$ cat src/rtl/display_scheduler_if.sv
// Bundle between the live/message sources and the display scheduler, plus the
// scheduler's outputs toward the seven-segment driver.
interface display_scheduler_if;
  localparam int unsigned DW = 16;
  localparam int unsigned PW = 2;

  logic          req0;
  logic [DW-1:0] dat0;
  logic [PW-1:0] ptr0;
  logic          req1;
  logic [DW-1:0] dat1;
  logic [PW-1:0] ptr1;
  logic          ack1;
  logic          busy;
  logic          ce;
  logic [DW-1:0] DAT;
  logic [PW-1:0] PTR;

  modport master (
    output req0, dat0, ptr0, req1, dat1, ptr1,
    input  ack1, busy, ce, DAT, PTR
  );

  modport slave (
    input  req0, dat0, ptr0, req1, dat1, ptr1,
    output ack1, busy, ce, DAT, PTR
  );
endinterface

$ cat src/rtl/display_scheduler.sv
// Scan-enable generator and frame-aligned arbiter between a live source and a
// one-deep queued message source for a 4-digit multiplexed display driver.
module display_scheduler #(
  parameter int unsigned SCAN_DIV    = 50000,
  parameter int unsigned HOLD_FRAMES = 250
) (
  input logic                clk,
  input logic                rst_n,
  display_scheduler_if.slave bus
);

  localparam int unsigned CW = (SCAN_DIV > 1) ? $clog2(SCAN_DIV) : 1;
  localparam int unsigned HW = $clog2(HOLD_FRAMES) + 1;
  localparam int unsigned DW = 16;
  localparam int unsigned PW = 2;

  typedef enum logic {LIVE = 1'b0, MSG = 1'b1} state_t;

  state_t        state;
  logic [CW-1:0] cnt;
  logic [1:0]    fc;
  logic [HW-1:0] hold;
  logic          pend;
  logic [DW-1:0] qdat;
  logic [PW-1:0] qptr;

  logic tick;
  logic frame_end;
  logic hold_last;
  logic consume;
  logic accept;

  // Frame boundary is the prescaler wrap that also carries the digit index 3->0.
  always_comb begin
    tick      = (cnt == CW'(SCAN_DIV - 1));
    frame_end = tick && (fc == 2'd3);
    hold_last = (hold == HW'(HOLD_FRAMES - 1));
    consume   = frame_end && pend && ((state == LIVE) || hold_last);
    accept    = bus.req1 && (!pend || consume);
  end

  always_ff @(posedge clk or negedge rst_n) begin
    if (!rst_n) begin
      state    <= LIVE;
      cnt      <= '0;
      fc       <= '0;
      hold     <= '0;
      pend     <= 1'b0;
      qdat     <= '0;
      qptr     <= '0;
      bus.ce   <= 1'b0;
      bus.ack1 <= 1'b0;
      bus.busy <= 1'b0;
      bus.DAT  <= '0;
      bus.PTR  <= '0;
    end else begin
      bus.ce   <= tick;
      cnt      <= tick ? '0 : cnt + CW'(1);
      bus.ack1 <= accept;
      if (tick) fc <= fc + 2'd1;

      // A same-edge consume reads the old queue contents before the refill lands.
      if (accept) begin
        qdat <= bus.dat1;
        qptr <= bus.ptr1;
        pend <= 1'b1;
      end else if (consume) begin
        pend <= 1'b0;
      end

      if (frame_end) begin
        unique case (state)
          LIVE: begin
            if (pend) begin
              bus.DAT  <= qdat;
              bus.PTR  <= qptr;
              hold     <= '0;
              state    <= MSG;
              bus.busy <= 1'b1;
            end else if (bus.req0) begin
              bus.DAT <= bus.dat0;
              bus.PTR <= bus.ptr0;
            end
          end
          MSG: begin
            if (!hold_last) begin
              hold <= hold + HW'(1);
            end else if (pend) begin
              bus.DAT <= qdat;
              bus.PTR <= qptr;
              hold    <= '0;
            end else begin
              state    <= LIVE;
              bus.busy <= 1'b0;
              if (bus.req0) begin
                bus.DAT <= bus.dat0;
                bus.PTR <= bus.ptr0;
              end
            end
          end
          default: state <= LIVE;
        endcase
      end
    end
  end

endmodule

$ cat src/flat_wrapper.sv
// flat-port wrapper written by rule: the top's interface ports become plain ports
module display_scheduler_flat 
#(
  parameter int unsigned SCAN_DIV    = 50000,
  parameter int unsigned HOLD_FRAMES = 250
)
  (clk, rst_n, bus_req0, bus_dat0, bus_ptr0, bus_req1, bus_dat1, bus_ptr1, bus_ack1, bus_busy, bus_ce, bus_DAT, bus_PTR);
  display_scheduler_if bus_i ();
  input logic clk;
  input logic rst_n;
  input wire logic [$bits(bus_i.req0)-1:0] bus_req0;
  input wire logic [$bits(bus_i.dat0)-1:0] bus_dat0;
  input wire logic [$bits(bus_i.ptr0)-1:0] bus_ptr0;
  input wire logic [$bits(bus_i.req1)-1:0] bus_req1;
  input wire logic [$bits(bus_i.dat1)-1:0] bus_dat1;
  input wire logic [$bits(bus_i.ptr1)-1:0] bus_ptr1;
  output wire logic [$bits(bus_i.ack1)-1:0] bus_ack1;
  output wire logic [$bits(bus_i.busy)-1:0] bus_busy;
  output wire logic [$bits(bus_i.ce)-1:0] bus_ce;
  output wire logic [$bits(bus_i.DAT)-1:0] bus_DAT;
  output wire logic [$bits(bus_i.PTR)-1:0] bus_PTR;
  assign bus_i.req0 = bus_req0;
  assign bus_i.dat0 = bus_dat0;
  assign bus_i.ptr0 = bus_ptr0;
  assign bus_i.req1 = bus_req1;
  assign bus_i.dat1 = bus_dat1;
  assign bus_i.ptr1 = bus_ptr1;
  assign bus_ack1 = bus_i.ack1;
  assign bus_busy = bus_i.busy;
  assign bus_ce = bus_i.ce;
  assign bus_DAT = bus_i.DAT;
  assign bus_PTR = bus_i.PTR;
  display_scheduler #(.SCAN_DIV(SCAN_DIV), .HOLD_FRAMES(HOLD_FRAMES)) u_core (.clk(clk), .rst_n(rst_n), .bus(bus_i));
endmodule
$ cat config.mk
export PLATFORM = sky130hd
export DESIGN_NAME = display_scheduler_flat
export DESIGN_NICKNAME = d
export VERILOG_FILES = /design/src/rtl/display_scheduler_if.sv /design/src/rtl/display_scheduler.sv /design/src/flat_wrapper.sv
export SDC_FILE = /design/constraint.sdc
export NUM_CORES = 1
export LEC_CHECK = 0
export CORE_ASPECT_RATIO = 2
export CORE_MARGIN = 1
export CORE_UTILIZATION = 30
export CTS_BUF_LIST = sky130_fd_sc_hd__clkbuf_4 sky130_fd_sc_hd__clkbuf_8
export CTS_CLUSTER_DIAMETER = 150
export DETAILED_ROUTE_END_ITERATION = 8
export GPL_ROUTABILITY_DRIVEN = 0
export GPL_TIMING_DRIVEN = 0
export MAX_ROUTING_LAYER = met4
export PLACE_DENSITY = 0.53
export SKIP_LAST_GASP = 1
export SYNTH_ARGS = -nofsm -noshare
export SYNTH_HDL_FRONTEND = slang
export SYNTH_SLANG_ARGS = --single-unit
$ cat constraint.sdc
create_clock -name clk -period 2.6 [get_ports clk]
set_input_delay 0.52 -clock clk [delete_from_list [all_inputs] [get_ports clk]]
set_output_delay 0.52 -clock clk [all_outputs]
set_load 0.02 [all_outputs]
---- Yosys cells after proc, flatten, opt, wreduce, memory -nomap -nowiden ----
Index checks and enable logic that the tools add are counted.
storage, ports and cells
  input bits .............................. 40
  register bits after elaboration ......... 68
cells by class
  add/sub/neg operators ................... 3
  muxes and demuxes ....................... 21
  bitwise gates (word level) .............. 1
  eq/ne operators ......................... 6
  reductions and logical operators ........ 10
operator list
  cell                                                   number
  two-way mux 16 bit                                     4
  case mux 16 bit (2 select lines)                       1
  two-way mux 9 bit                                      2
  case mux 9 bit (2 select lines)                        1
  adder 16 x 1 -> 16 bit, second input constant          1
  == test 16 bit, second input constant                  1
  adder 9 x 1 -> 9 bit, second input constant            1
  == test 9 x 8 -> 1 bit, second input constant          1
  two-way mux 1 bit                                      7
  two-way mux 2 bit                                      3
  logical AND 1 bit                                      4
  inequality test 2 bit, second input constant           2
  case mux 1 bit (2 select lines)                        2
  case mux 2 bit (2 select lines)                        1
  AND reduction 4 bit                                    1
  adder 2 x 1 -> 2 bit, second input constant            1
  == test 2 bit, second input constant                   1
  logical OR 1 bit                                       2
  inequality test 2 x 1 -> 1 bit, second input constant  1
  AND reduction 2 bit                                    1
  nonzero test 2 bit                                     1
  zero test 1 bit                                        1
  NOT 1 bit                                              1

---- Depth between registers and ports, before layout ----
Gate-level depths: netlist of the first run.
  word-level depth ........................ 7
  mapped depth ............................ 8
  depth with buffers taken out ............ 7

---- Worst setup path before layout of the first run ----
Ideal clock, no wire load.
  kind .................................... register -> register
  from .................................... register u_core.cnt[11]
  to ...................................... register u_core.qdat[10]
  path buffers ............................ 1
  path slack .............................. 0.304 ns
  arrival ................................. 2.171 ns
  library setup time ...................... 0.125 ns
  cell stages (with the launch flop) ...... 7
  data required time ...................... 2.475 ns
  path through ............................ dfrtp_1 or4b_4 nor4_4 and2_4 o21ai_4 buf_6 mux2_4
between the ends
  longest elaborated chain between the ends .. 6
ends and longest elaborated chain
  what                             line                     text
  start: declaration               display_scheduler.sv:20  logic [CW-1:0] cnt;
  start signal: assignment         display_scheduler.sv:58  cnt <= tick ? '0 : cnt + CW'(1);
  == test 16 bit                   display_scheduler.sv:35  tick = (cnt == CW'(SCAN_DIV - 1));
  logical AND 1 bit                display_scheduler.sv:36  frame_end = tick && (fc == 2'd3);
  logical AND 1 bit (2 in series)  display_scheduler.sv:38  consume = frame_end && pend && ((state == LIVE) || hold_last);
  logical OR 1 bit                 display_scheduler.sv:39  accept = bus.req1 && (!pend || consume);
  logical AND 1 bit                display_scheduler.sv:39
  end signal: assignment           display_scheduler.sv:64  qdat <= bus.dat1;
  end: declaration                 display_scheduler.sv:24  logic [DW-1:0] qdat;
Every way passes these cells.
A chain may end at the register's enable or synchronous reset.

---- Final worst setup path of the first run ----
  from .................................... register u_core.cnt[4]
  to ...................................... register u_core.qdat[12]
Same word-level chain as after synthesis.

==> out/metrics.yaml, run 1 <==
antenna_cells: 0
num_vias: 2266
met1Wirelength_um: 2652
async_reset_ff_share_pct: 100.0
final_area_um2: 4089
crit_family: "simple AND/OR/NAND/NOR gates"
core_um2: 9827
yosysUniqueCellTypes: 39
fp-row-count: 51
hold_viol: 0
via_per_inst: 4.791
min_path_type: "input port to asynchronous set/reset pin"
whs_ps: 263.5
htree_levels: 3
die_h_um: 145.0
critPathRequiredTime_ps: 2830
synth_area_um2: 3065
worstMarginPinSlew_ps: 888.7
fmax_ghz: 0.4113
avgSynthCellArea_um2: 11.66
drive_gt1_share_pct: 14.66
grt_first_pass_wirelength_um: 11820
io_buffer_count: 60
p_per_area_nw_per_um2: 525.7
pre_cts_slack_ps: -177.5
crit_fanout: 10
setup_ws_ps: 168.8
finClkSkew_ps: 7.377
grt_max_degree: 69
grt_pass1_vias: 2354
cts_tree: "yes"
clockRootBuffer: "clkbuf_8"
rr_endpoint: "u_core.qdat[12]"
grt_setup_unrepaired: "yes"
period_minus_slack_ps: 2431
dp_cells: 455
reg2reg_depth: 7
final_max_slew_viol_count: 0
multi_input_area_um2: 1305
max_slew_margin_pct: 40.75
arrival_ps: 2670
grt_overflow: 0
top_layer_used: "met4"
dr.first_iter.drc_count: 88
area_growth_pct: 33.39
drt-wirelength-per-cell_um: 15.06
nFillCells: 993
end_kind: "flip-flop"
firstDrtPassIters: 4
cts_buffer_depth: 2
setup_violations: 0
die-width_um: 73.48
ant_nets: 0
die_area_um2: 10650
crit_slowest_cell: "or4b_4"
path_clk_slew_ps: 70
leakage_uw: 0.001942
synth_edf_count: 0
cts_buffers: 9
period_share_pct: 93.51
start_util_pct: 31.19
yosys_warnings: 0
drt_wl_total_um: 7125
dpl_cell_area_um2: 3829
worstPathCellList: "or4b_4 > nor4_4 > buf_4 > and2_4 > o21ai_4 > buf_6 > mux2_4"
ir_drop_v: 0.0003371
critPathLaunch: "u_core.cnt[4]"
grt_usage_pct: 15.38
dr_wl_met2_um: 4086
cp_slowest_stage_delay_ps: 600
io-pin-count: 61
drc: 0
reg2reg_from: "u_core.cnt[4]"
reg2reg_slack_ps: 170
clk_latency_ps: 350
ys_seq_area_share_pct: 55.51
criticalPathCategory: "flip-flop to flip-flop"
hpwl_um: 5242
antenna_found_initial: 0
drv_cap: 0
synth_flop_cell: "dfrtp_1"
ys_ff_latch: 68
final_nets: 380
start_kind: "flip-flop"
netlist_instances: 263
fin_cells: 473
syn-num-nets: 307
final_cell_mix: "dfrtp_1 (68), clkdlybuf4s50_1 (59), nand2_1 (28)"
outcome: "completed"
cts_sinks: 68
wl_met3_um: 237
seq_area_um2: 1702
worst-path-buf-inv: 2
final_common_cell: "dfrtp_1"
==> cell usage after synthesis (all sizes together) (2+ instances only) <==
cell,count,area [um2]
inv,7,26.28
mux2,20,259.0
o311ai,2,17.52
clkbuf,5,18.77
and4,2,17.52
nand4,7,43.79
o21ai,28,151.4
and3,2,12.51
o211ai,2,15.01
buf,3,20.01
nand2,28,105.1
ha,4,50.05
nor4,2,27.53
mux2i,18,180.2
xnor2,7,61.31
nand3,16,80.08
xor2,8,70.07
or4b,2,27.53
o21a,2,15.01
a21oi,4,20.02
nor2,12,45.04
nor3,4,20.02
dfrtp,68,1702
==> layout make-up <==
class	count	area share, %
repair buffers	62	14.99
well taps	132	4.039
plain buffers	8	1.040
clock buffers	12	4.039
flip-flops and latches	68	41.62
inverters	7	0.6426
multi-input cells	180	31.92
clock inverters	4	1.714
==> metrics by stage <==
| stage | utilization, % | setup TNS [ps] | total power (uW) |
|---|---|---|---|
| 5_1_grt | 41.61 | -4.104 | 2239 |
| 3_3_place_gp | 38.99 | -98100 | 1162 |
| 4_1_cts | 41.51 | 0 | 2191 |
| 3_5_place_dp | 38.96 | -2941 | 1163 |
| 2_1_floorplan | - | 0 | 1080 |
| 6_report | 41.61 | 0 | 2150 |
==> worst reg2reg max path: cells and delay by family, from the launching register on <==
| kind | cells | cell delay [ps] |
|---|---|---|
| mux | 1 | 300 |
| compound gates | 1 | 130 |
| simple gates | 3 | 1070 |
| buf+inv | 2 | 380 |
| flops | 1 | 450 |
==> per-layer routing <==
metal	track usage, %	up-vias
met1	16.14	1130
met4	7.308	0
met2	26.38	48
met3	3.403	10
met5	-	-
li1	-	1078
==> power by group <==
part / switching (uW) / total [uW] / internal [uW]
clock: 395 / 1010 / 615
sequential: 0 / 1060 / 1060
combinational: 29.7 / 81.5 / 51.8
total: 425 / 2150 / 1720
==> state kept, by name (all words and copies together), names as in the netlist <==
name,flops
u_core.cnt,16
u_core.hold,9
u_core.bus.ack1,1
u_core.bus.busy,1
u_core.qdat,16
u_core.bus.PTR,2
u_core.bus.DAT,16
u_core.fc,2
u_core.bus.ce,1
u_core.qptr,2
u_core.pend,1
u_core.state,1
==> worst max path at each step <==
stage / cells past startpoint / slack (ps) / end
2_1_floorplan: 6 / 300 / u_core.qdat[10]
3_3_place_gp: 1 / -1420 / u_core.cnt[4]
3_5_place_dp: 6 / -180 / u_core.bus.DAT[12]
4_1_cts: 7 / 80 / u_core.bus.DAT[12]
5_1_grt: 7 / -4 / u_core.bus.DAT[2]
6_report: 7 / 170 / u_core.qdat[12]
==> kinds of logic (layout without fill, tap and decap cells) <==
| family | after synthesis | in the layout | share of synthesized area (%) |
|---|---|---|---|
| and+or+nand+nor | 82 | 82 | 14.16 |
| adders and majority gates | 4 | 4 | 1.633 |
| xor gates and xnor gates | 15 | 15 | 4.286 |
| AOI/OAI and AO/OA | 41 | 41 | 7.959 |
| buffers and inverters | 15 | 93 | 2.122 |
| muxes | 38 | 38 | 14.33 |
| DFF | 68 | 68 | 55.51 |
==> repair_timing <==
item | in CTS | in global routing
setup endpoints to repair | 27 | 18
pin swaps | 2 | 0
setup buffers | 2 | 0
gates resized for setup | 0 | 7
hold buffers | 0 | 0
Note: power is estimated with default switching activity, not from simulation.
==> inputs of run 2 (changes only) <==
--- a/config.mk
+++ b/config.mk
@@ -6,7 +6,7 @@
 export NUM_CORES = 1
 export LEC_CHECK = 0
 export CORE_ASPECT_RATIO = 2
-export CORE_MARGIN = 1
+export CORE_MARGIN = 5
 export CORE_UTILIZATION = 30
 export CTS_BUF_LIST = sky130_fd_sc_hd__clkbuf_4 sky130_fd_sc_hd__clkbuf_8
 export CTS_CLUSTER_DIAMETER = 150
==> run 2 against run 1 <==
  * Total power fell by 3.7%
  * Utilization fell by 1.1 points
  * Via count fell by 1.9%
  * Final cell count rose by 1.1%
  * Clock skew rose by 3.0 ps
  * Cell area barely moved
  * Routed wire length rose by 3.4%
  * Register-to-register slack got worse by 20 ps
  * Critical path depth did not move
  * Critical endpoint is now u_core.qdat[15]
  * Largest cell class unchanged
==> out/metrics.yaml, run 2 (synthesis gave the netlist of run 1 again) <==
outcome: "completed"  # unchanged
clockRootBuffer: "clkbuf_8"  # unchanged
setup_violations: 0  # unchanged
max_slew_margin_pct: 41.86  # was 40.75%
final_common_cell: "dfrtp_1"  # unchanged
htree_levels: 3  # unchanged
end_kind: "flip-flop"  # unchanged
cts_buffers: 9  # unchanged
crit_fanout: 10  # unchanged
criticalPathCategory: "flip-flop to flip-flop"  # unchanged
core_um2: 10080  # was 9827 um2
finClkSkew_ps: 10.38  # was 7.377 ps
io_buffer_count: 60  # unchanged
drt-wirelength-per-cell_um: 15.41  # was 15.06 um
grt_overflow: 0  # unchanged
dp_cells: 458  # was 455
fp-row-count: 52  # was 51
worstMarginPinSlew_ps: 872.1  # was 888.7 ps
rr_endpoint: "u_core.qdat[15]"  # was u_core.qdat[12]
period_share_pct: 94.18  # was 93.51%
min_path_type: "input port to asynchronous set/reset pin"  # unchanged
antenna_cells: 0  # unchanged
reg2reg_depth: 7  # unchanged
grt_usage_pct: 13.64  # was 15.38%
period_minus_slack_ps: 2449  # was 2431 ps
ir_drop_v: 0.0003523  # was 0.0003371 V
critPathRequiredTime_ps: 2830  # about the same
reg2reg_from: "u_core.cnt[4]"  # unchanged
cts_sinks: 68  # unchanged
leakage_uw: 0.001935  # was 0.001942 uW
drt_wl_total_um: 7364  # was 7125 um
final_cell_mix: "dfrtp_1 (68), clkdlybuf4s50_1 (59), nand2_1 (28)"  # unchanged
drc: 0  # unchanged
reg2reg_slack_ps: 150  # was 170 ps
drive_gt1_share_pct: 14.29  # was 14.66%
biggestRegsByFlops: "u_core.bus.DAT (16), u_core.cnt (16), u_core.qdat (16)"  # unchanged
start_util_pct: 30.40  # was 31.19%
dpl_cell_area_um2: 3832  # was 3829 um2
grt_first_pass_wirelength_um: 12430  # was 11820 um
whs_ps: 265.5  # was 263.5 ps
start_kind: "flip-flop"  # unchanged
hold_buffers: 0  # unchanged
clk_latency_ps: 350  # about the same
path_clk_slew_ps: 70  # about the same
final_area_um2: 4085  # was 4089 um2
die_h_um: 153.0  # was 145.0 um
final_max_slew_viol_count: 0  # unchanged
antenna_found_initial: 0  # unchanged
die_area_um2: 12460  # was 10650 um2
fmax_ghz: 0.4084  # was 0.4113 GHz
ant_nets: 0  # unchanged
grt_setup_unrepaired: "no"  # was yes
io-pin-count: 61  # unchanged
firstDrtPassIters: 4  # unchanged
via_per_inst: 4.653  # was 4.791
grt_max_degree: 69  # unchanged
area_growth_pct: 33.27  # was 33.39%
p_per_area_nw_per_um2: 506.6  # was 525.7 nW/um2
drv_cap: 0  # unchanged
die-width_um: 81.48  # was 73.48 um
cts_buffer_depth: 2  # unchanged
final_nets: 382  # was 380
grt_pass1_vias: 2482  # was 2354
hold_viol: 0  # unchanged
hpwl_um: 5399  # was 5242 um
p_total_uw: 2070  # was 2150 uW
critPathLaunch: "u_core.cnt[4]"  # unchanged
arrival_ps: 2680  # was 2670 ps
cts_tree: "yes"  # unchanged
dr.first_iter.drc_count: 147  # was 88
fin_cells: 478  # was 473
num_vias: 2224  # was 2266
-- run 2: metrics by stage --
step	worst slack (ps)	TNS [ps]	utilization [%]
after floorplan	304.1	0	-
after global placement	-1403	-97570	38.03
after detailed placement	-166.0	-2975	38.00
after CTS	141.7	0	40.45
after global routing	37.45	0	40.51
final	151.2	0	40.51
-- run 2: power by group --
group	total [uW]	switching [uW]	leakage [uW]	internal, uW
clock network	931	399	0.000113	533
registers	1060	0	0.000931	1060
logic	81.1	29.4	0.000891	51.8
-- run 2: worst max-delay path: stages, from the launching register on --
cell	delay, ps
dfrtp_1	440
or4b_4	590
nor4_4	280
buf_4	180
and2_4	190
o21ai_4	130
buf_6	210
mux2_4	300
-- run 2: area by class of cell --
| cell class | count | area [um2] |
|---|---|---|
| inverter | 7 | 26.28 |
| buffer | 8 | 38.79 |
| sequential | 68 | 1702 |
| clock buffer | 13 | 172.7 |
| fill | 1002 | 6000 |
| multi-input combinational | 180 | 1305 |
| clock inverter | 3 | 43.79 |
| timing repair buffer | 64 | 628.1 |
| tap | 135 | 168.9 |
-- run 2: worst max path at each step --
stage / to / slack (ps) / cells past startpoint
detailed placement: u_core.bus.PTR[1] / -170 / 6
global route: u_core.qdat[15] / 40 / 7
global placement: u_core.cnt[11] / -1400 / 1
CTS: u_core.fc[0] / 140 / 4
floorplan: u_core.qdat[10] / 300 / 6
finish: u_core.qdat[15] / 150 / 7
-- run 2: what timing repair did --
item,4_1_cts,5_1_grt
endpoints found under the hold margin,0,0
resized for setup,0,1
pin swaps,2,0
buffers inserted,4,0
setup endpoints to repair,27,1
-- run 2: metal layers --
layer	vias up	part of all wire (%)	GRT usage [%]
met1	1067	38	13.96
li1	1087	-	-
met4	0	2.8	6.769
met5	-	0	-
met2	55	56	23.66
met3	15	3.3	3.004
==> inputs of run 3 (changes only) <==
--- a/config.mk
+++ b/config.mk
@@ -11,7 +11,6 @@
 export CTS_BUF_LIST = sky130_fd_sc_hd__clkbuf_4 sky130_fd_sc_hd__clkbuf_8
 export CTS_CLUSTER_DIAMETER = 150
 export DETAILED_ROUTE_END_ITERATION = 8
-export GPL_ROUTABILITY_DRIVEN = 0
 export GPL_TIMING_DRIVEN = 0
 export MAX_ROUTING_LAYER = met4
 export PLACE_DENSITY = 0.53
==> results of run 3 <==
Final layout, timing and power as in run 2 (identical DEF).
